--- config.mk ---
export PLATFORM = sky130hd
export DESIGN_NAME = dmem_mmio_responder
export DESIGN_NICKNAME = d
export VERILOG_FILES = /design/src/rtl/dmem_pkg.sv /design/src/rtl/mmio_timer.sv /design/src/rtl/dmem_mmio_responder.sv
export SDC_FILE = /design/constraint.sdc
export NUM_CORES = 2
export LEC_CHECK = 0
export ABC_CLOCK_PERIOD_IN_PS = 2050
export BUFFER_PORTS_ARGS = -buffer_cell sky130_fd_sc_hd__buf_2
export CORE_ASPECT_RATIO = 0.8
export CORE_UTILIZATION = 35
export CTS_CLUSTER_SIZE = 28
export DETAILED_ROUTE_END_ITERATION = 8
export PLACE_DENSITY = 0.58
export SYNTH_ARGS = -nofsm -noshare
export SYNTH_HDL_FRONTEND = slang
export SYNTH_SLANG_ARGS = --single-unit
--- constraint.sdc ---
create_clock -name clk -period 2.05 [get_ports clk]
set_input_delay 0 -clock clk [delete_from_list [all_inputs] [get_ports clk]]
set_output_delay 0 -clock clk [all_outputs]
set_load 0.02 [all_outputs]
--- src/rtl/dmem_pkg.sv ---
// Shared definitions for the data-memory responder: MMIO offsets, STATUS bits, timer states.
package dmem_pkg;

    localparam logic [15:0] OFF_GPIO   = 16'h0000;
    localparam logic [15:0] OFF_CYCLE  = 16'h0004;
    localparam logic [15:0] OFF_STATUS = 16'h0008;
    localparam logic [15:0] OFF_TLOAD  = 16'h000C;
    localparam logic [15:0] OFF_TCOUNT = 16'h0010;

    localparam int unsigned STATUS_ERR   = 0;
    localparam int unsigned STATUS_TIMER = 1;

    typedef enum logic [1:0] {T_IDLE, T_RUN, T_DONE} timer_state_t;

endpackage

--- src/rtl/mmio_timer.sv ---
// Countdown timer: load/run/expire FSM with a 32-bit down-counter.
// Only instantiated when MMIO_TIMER_EN is defined.
module mmio_timer
    import dmem_pkg::*;
(
    input  logic         clk,
    input  logic         reset,
    input  logic         load,
    input  logic [31:0]  load_value,
    input  logic         clear,
    output logic [31:0]  count,
    output logic         expire,
    output timer_state_t state
);

    timer_state_t state_q, state_d;
    logic [31:0]  count_q, count_d;

    // State and counter registers.
    always_ff @(posedge clk or posedge reset) begin
        if (reset) begin
            state_q <= T_IDLE;
            count_q <= '0;
        end else begin
            state_q <= state_d;
            count_q <= count_d;
        end
    end

    // Next state: a load always wins, including over an expiry in the same cycle.
    always_comb begin
        state_d = state_q;
        count_d = count_q;
        expire  = 1'b0;
        if (load) begin
            if (load_value != 32'd0) begin
                state_d = T_RUN;
                count_d = load_value;
            end else begin
                state_d = T_DONE;
                count_d = '0;
            end
        end else begin
            case (state_q)
                T_RUN: begin
                    count_d = count_q - 32'd1;
                    if (count_q == 32'd1) begin
                        state_d = T_DONE;
                        expire  = 1'b1;
                    end
                end
                T_DONE: begin
                    if (clear) state_d = T_IDLE;
                end
                default: ;
            endcase
        end
    end

    assign count = count_q;
    assign state = state_q;

endmodule

--- src/rtl/dmem_mmio_responder.sv ---
// Data-side responder: word RAM plus MMIO block (GPIO, cycle counter, W1C status, timer).
// Define MMIO_TIMER_EN to build the countdown timer at offsets 0x0C/0x10.
module dmem_mmio_responder
    import dmem_pkg::*;
#(
    parameter int unsigned MEM_WORDS    = 64,
    parameter logic [15:0] MMIO_BASE_HI = 16'hFFFF
) (
    input  logic        clk,
    input  logic        reset,
    input  logic        memwrite,
    input  logic [31:0] addr,
    input  logic [31:0] writedata,
    output logic [31:0] readdata,
    output logic [31:0] gpio_out,
    output logic        timer_irq,
    output logic        err
);

    localparam int unsigned AW = $clog2(MEM_WORDS);

    logic [31:0]    mem [MEM_WORDS];
    logic [31:0]    gpio_q, cycle_q;
    logic [1:0]     status_q, status_d;
    logic           is_mmio, aligned;
    logic [15:0]    off;
    logic [AW-1:0]  idx;
    logic           wr_ram, wr_mmio, wr_gpio, wr_status, wr_tload, mmio_writable, err_event;
    logic           timer_set;
    logic [31:0]    tcount_rd;

    assign is_mmio = (addr[31:16] == MMIO_BASE_HI);
    assign aligned = (addr[1:0] == 2'b00);
    assign off     = addr[15:0];
    assign idx     = addr[AW+1:2];

`ifdef MMIO_TIMER_EN
    logic [31:0]  timer_count;
    logic         timer_expire;
    timer_state_t timer_state;

    mmio_timer u_timer (
        .clk        (clk),
        .reset      (reset),
        .load       (wr_tload),
        .load_value (writedata),
        .clear      (wr_status & writedata[STATUS_TIMER]),
        .count      (timer_count),
        .expire     (timer_expire),
        .state      (timer_state)
    );

    assign wr_tload  = wr_mmio & (off == OFF_TLOAD);
    assign timer_set = timer_expire;
    assign tcount_rd = (timer_state == T_RUN) ? timer_count : 32'd0;
`else
    assign wr_tload  = 1'b0;
    assign timer_set = 1'b0;
    assign tcount_rd = 32'd0;
`endif

    // Write decode; there is no read strobe, so only stores can raise an error.
    always_comb begin
        wr_ram        = memwrite & aligned & ~is_mmio;
        wr_mmio       = memwrite & aligned & is_mmio;
        wr_gpio       = wr_mmio & (off == OFF_GPIO);
        wr_status     = wr_mmio & (off == OFF_STATUS);
        mmio_writable = (off == OFF_GPIO) | (off == OFF_STATUS) | wr_tload;
        err_event     = (memwrite & ~aligned) | (wr_mmio & ~mmio_writable);
    end

    // Combinational read mux; misaligned addresses read as zero.
    always_comb begin
        readdata = '0;
        if (aligned) begin
            if (!is_mmio) begin
                readdata = mem[idx];
            end else begin
                case (off)
                    OFF_GPIO:   readdata = gpio_q;
                    OFF_CYCLE:  readdata = cycle_q;
                    OFF_STATUS: readdata = {30'd0, status_q};
`ifdef MMIO_TIMER_EN
                    OFF_TCOUNT: readdata = tcount_rd;
`endif
                    default:    readdata = '0;
                endcase
            end
        end
    end

    // W1C status; a set event in the same cycle beats the clear.
    always_comb begin
        status_d               = status_q;
        status_d[STATUS_ERR]   = err_event |
                                 (status_q[STATUS_ERR] & ~(wr_status & writedata[STATUS_ERR]));
        status_d[STATUS_TIMER] = timer_set |
                                 (status_q[STATUS_TIMER] & ~(wr_status & writedata[STATUS_TIMER]));
    end

    // RAM array; intentionally not reset.
    always_ff @(posedge clk) begin
        if (wr_ram) mem[idx] <= writedata;
    end

    // MMIO registers.
    always_ff @(posedge clk or posedge reset) begin
        if (reset) begin
            gpio_q   <= '0;
            cycle_q  <= '0;
            status_q <= '0;
        end else begin
            if (wr_gpio) gpio_q <= writedata;
            cycle_q  <= cycle_q + 32'd1;
            status_q <= status_d;
        end
    end

    assign gpio_out  = gpio_q;
    assign timer_irq = status_q[STATUS_TIMER];
    assign err       = status_q[STATUS_ERR];

    // Keep tcount_rd referenced in builds without the timer.
    logic unused_tcount;
    assign unused_tcount = ^tcount_rd;

endmodule
==> run summary <==
Status: finished, violations left
Placement Cell Area: 92900 sq um
Largest family of logic cells by synthesized area: multiplexers
Mapped Avg Cell Area: 22.3 sq um
Register area share after synthesis: 0.768
CTS tree: yes
DR pass1 iterations: 6
Die Footprint: 237000 sq um
Worst Path Arrival: 2.97 ns
Failing checks: negative setup slack
Critical Path Sink Type: output port
Post-synth top cells: edfxtp_1, mux4_2, nor2_1
Mux contribution to synthesized area: 0.158
First-pass GRT wire length: 354 mm
Pwr/cell area: 890 nW/um^2
Min cycle time layout: 2.97 ns
Core area: 233000 sq um
Final Slew Violations: 0
Fin crit share: 1.45
Initial Util: 0.353
Fill cells: 19.8k
Largest cells by area after synthesis: edfxtp_1, mux4_2, dfrtp_1
Complex-gate fraction of the synthesized area: 0.0244
XOR/XNOR share of the synthesized area: 0.00320
Yosys reg bits: 2114
R2R depth: 7
RSZ-0062 raised after global routing: yes
Clock buffer depth: 3
Nets: 4537
Sink Count: 2114
Worst hold path type: in2reg
Hold Path Stages: 2
Routed vias/inst: 5.67
# H-tree levels: 4
Post-detailed-placement half-perimeter wirelength: 169 mm
Largest net degree at the start of global routing: 66
DRC: 0
Num CTS Buffers: 201
Syn Std Cell Area: 82200 sq um
Most frequent cell after synthesis: edfxtp_1
Distinct cell type count after synthesis: 80
Slew HR: 0.417
Synth Area in Simple Gates: 0.0260
Slew @ Worst Pin: 0.871 ns
GRT Overall Usage: 0.216
Synth async-reset ratio: 0.0312
Final setup fails: 32
Number of synthesized flops with an enable pin: 2048
Vias: 44.1k
Port bufs: 132
WL final: 257 mm
Synth top area share: 0.748
Final core utilization: 0.434
Die X: 544 um
Placer Congestion: 0.861
Pleak: 32.6 nW
Area leader, netlist: edfxtp_1
WS Path Type: reg2out
Post-Syn Instances: 3691
Layout area overhead: 22.9%
# IOs: 133
Setup Skew: 0.00951 ns
Final Hold Viols: 0
CTS clk-pin slew, worst paths: 0.07 ns
Drt wl/cell: 33.1 um
Routed Antenna Nets: 0
Mapped Nets: 3759
Rows: 158
Vias in the first global route: 42.5k
CP Launch Type: register
Max-Cap Viols: 0
Die height: 436 um
Root Buffer: clkbuf_16
Worst-Skew Late Latency: 0.85 ns
Critical path required time: 2.05 ns
Area share of fa/ha/maj cells after synthesis: 0.000152
Yosys warns: 0
Final setup margin: -0.916 ns
Share of cells above drive strength 1: 0.395
Initial antenna violation count: 15
Iter 0 DRT Violations: 6468
Top FF cell, synth: edfxtp_1
Final Cell Area: 101000 sq um
Crit-path max FO: 1
Max Freq: 337 MHz
GRT overflow: 0
VDD IR max: 0.800 mV
-- power by group --
| part | total, mW | internal [mW] | switching, mW | leakage (nW) |
|---|---|---|---|---|
| clock network | 37.1 | 20.7 | 16.4 | 3.17 |
| registers | 47.5 | 47.4 | 0.0188 | 19.3 |
| logic | 5.38 | 2.13 | 3.26 | 10.1 |
| total | 90.0 | 70.3 | 19.7 | 32.6 |
-- worst max-delay path, cell delays in order, from the launching register on --
cell and delay [ns]:
edfxtp_1 0.37, mux4_2 0.51, mux4_2 0.48, mux2i_1 0.18, buf_4 0.20, a31oi_4 0.09
buf_6 0.16, buf_6 0.13
-- per-layer routing --
metal	up-vias	wire length (um)	track usage
met5	-	13	0
met4	2	6920	0.0545
met3	342	27000	0.0462
met2	2481	114000	0.316
met1	23900	109000	0.326
li1	17400	-	-
-- metrics by stage --
step                      hold slack, ns  std cells  setup slack (ns)  setup TNS, ns  total power [mW]
after floorplan                   0.0989       3691            -0.132        -151.93              50.8
after global routing               0.105       7768             -1.02         -24.68              92.3
after CTS                         0.0332       7771             -1.01         -24.49              90.4
after detailed placement         0.00729       7377            -0.942        -900.92              53.3
after global placement           0.00344       7377             -1.04        -892.80              53.3
final                              0.123       7772            -0.916         -21.87              90.0
-- path summary, 6_finish.rpt --
| kind | end | from | slack [ns] |
|---|---|---|---|
| worst max-delay path | readdata[15] | mem[47][15] | -0.92 |
| worst min-delay path | mem[49][23] | writedata[23] | 0.12 |
| worst max register to register | cycle_q[31] | cycle_q[5] | 0.15 |
| worst min register to register | cycle_q[31] | cycle_q[31] | 0.49 |
| max in group asynchronous | cycle_q[3] | reset | 1.17 |
| min in group asynchronous | gpio_out[24] | reset | 0.24 |
-- state kept, by name, indices dropped and copies added (netlist names) --
name,count
cycle_q,32
gpio_out,32
mem,2048
status_q,2
-- cells by family (layout without fill, tap and decap cells) --
kind of cell | after synthesis | count (layout)
flops | 2114 | 2114
mux | 627 | 627
simple gates | 435 | 435
compound gates | 277 | 277
buf+inv | 207 | 1161
xor+xnor | 30 | 30
fa+ha+maj | 1 | 1
other cells | 0 | 7
-- what timing repair did --
| action | 4_1_cts | 5_1_grt |
|---|---|---|
| hold endpoints to repair | 2028 | 0 |
| buffers inserted | 0 | 0 |
| gates resized for setup | 269 | 78 |
| setup endpoints to repair | 32 | 35 |
| hold buffers | 37 | 0 |
| pin swaps | 83 | 50 |
-- layout by cell type, fill, tap and decap left out, types with 26 or more instances in the layout --
master	netlist	routed
nor2_1	130	51
nand3_1	41	33
nand2_1	99	87
mux2i_1	50	44
buf_4	32	417
buf_12	15	180
dfrtp_1	66	66
clkinv_2	0	46
nor2_4	0	69
clkinv_1	0	50
edfxtp_1	2048	2048
buf_6	35	42
o22ai_1	84	49
clkbuf_16	0	204
mux4_2	454	470
mux2_2	58	56
mux4_1	59	43
clkbuf_1	40	45
a22oi_1	48	38
nand4_1	26	26
buf_2	52	97
dlygate4sd3_1	0	37
-- cell type report --
class | instances | area, sq um | area share
inverters | 5 | 25.0 | 0.000248
multi-input cells | 1370 | 19300 | 0.191
clock buffers | 249 | 5270 | 0.0522
well taps | 3120 | 3900 | 0.0386
diodes | 7 | 17.5 | 0.000173
clock inverters | 130 | 1210 | 0.0120
repair buffers | 777 | 8140 | 0.0805
flip-flops and latches | 2114 | 63200 | 0.625
(Power assumes the default switching activity.)
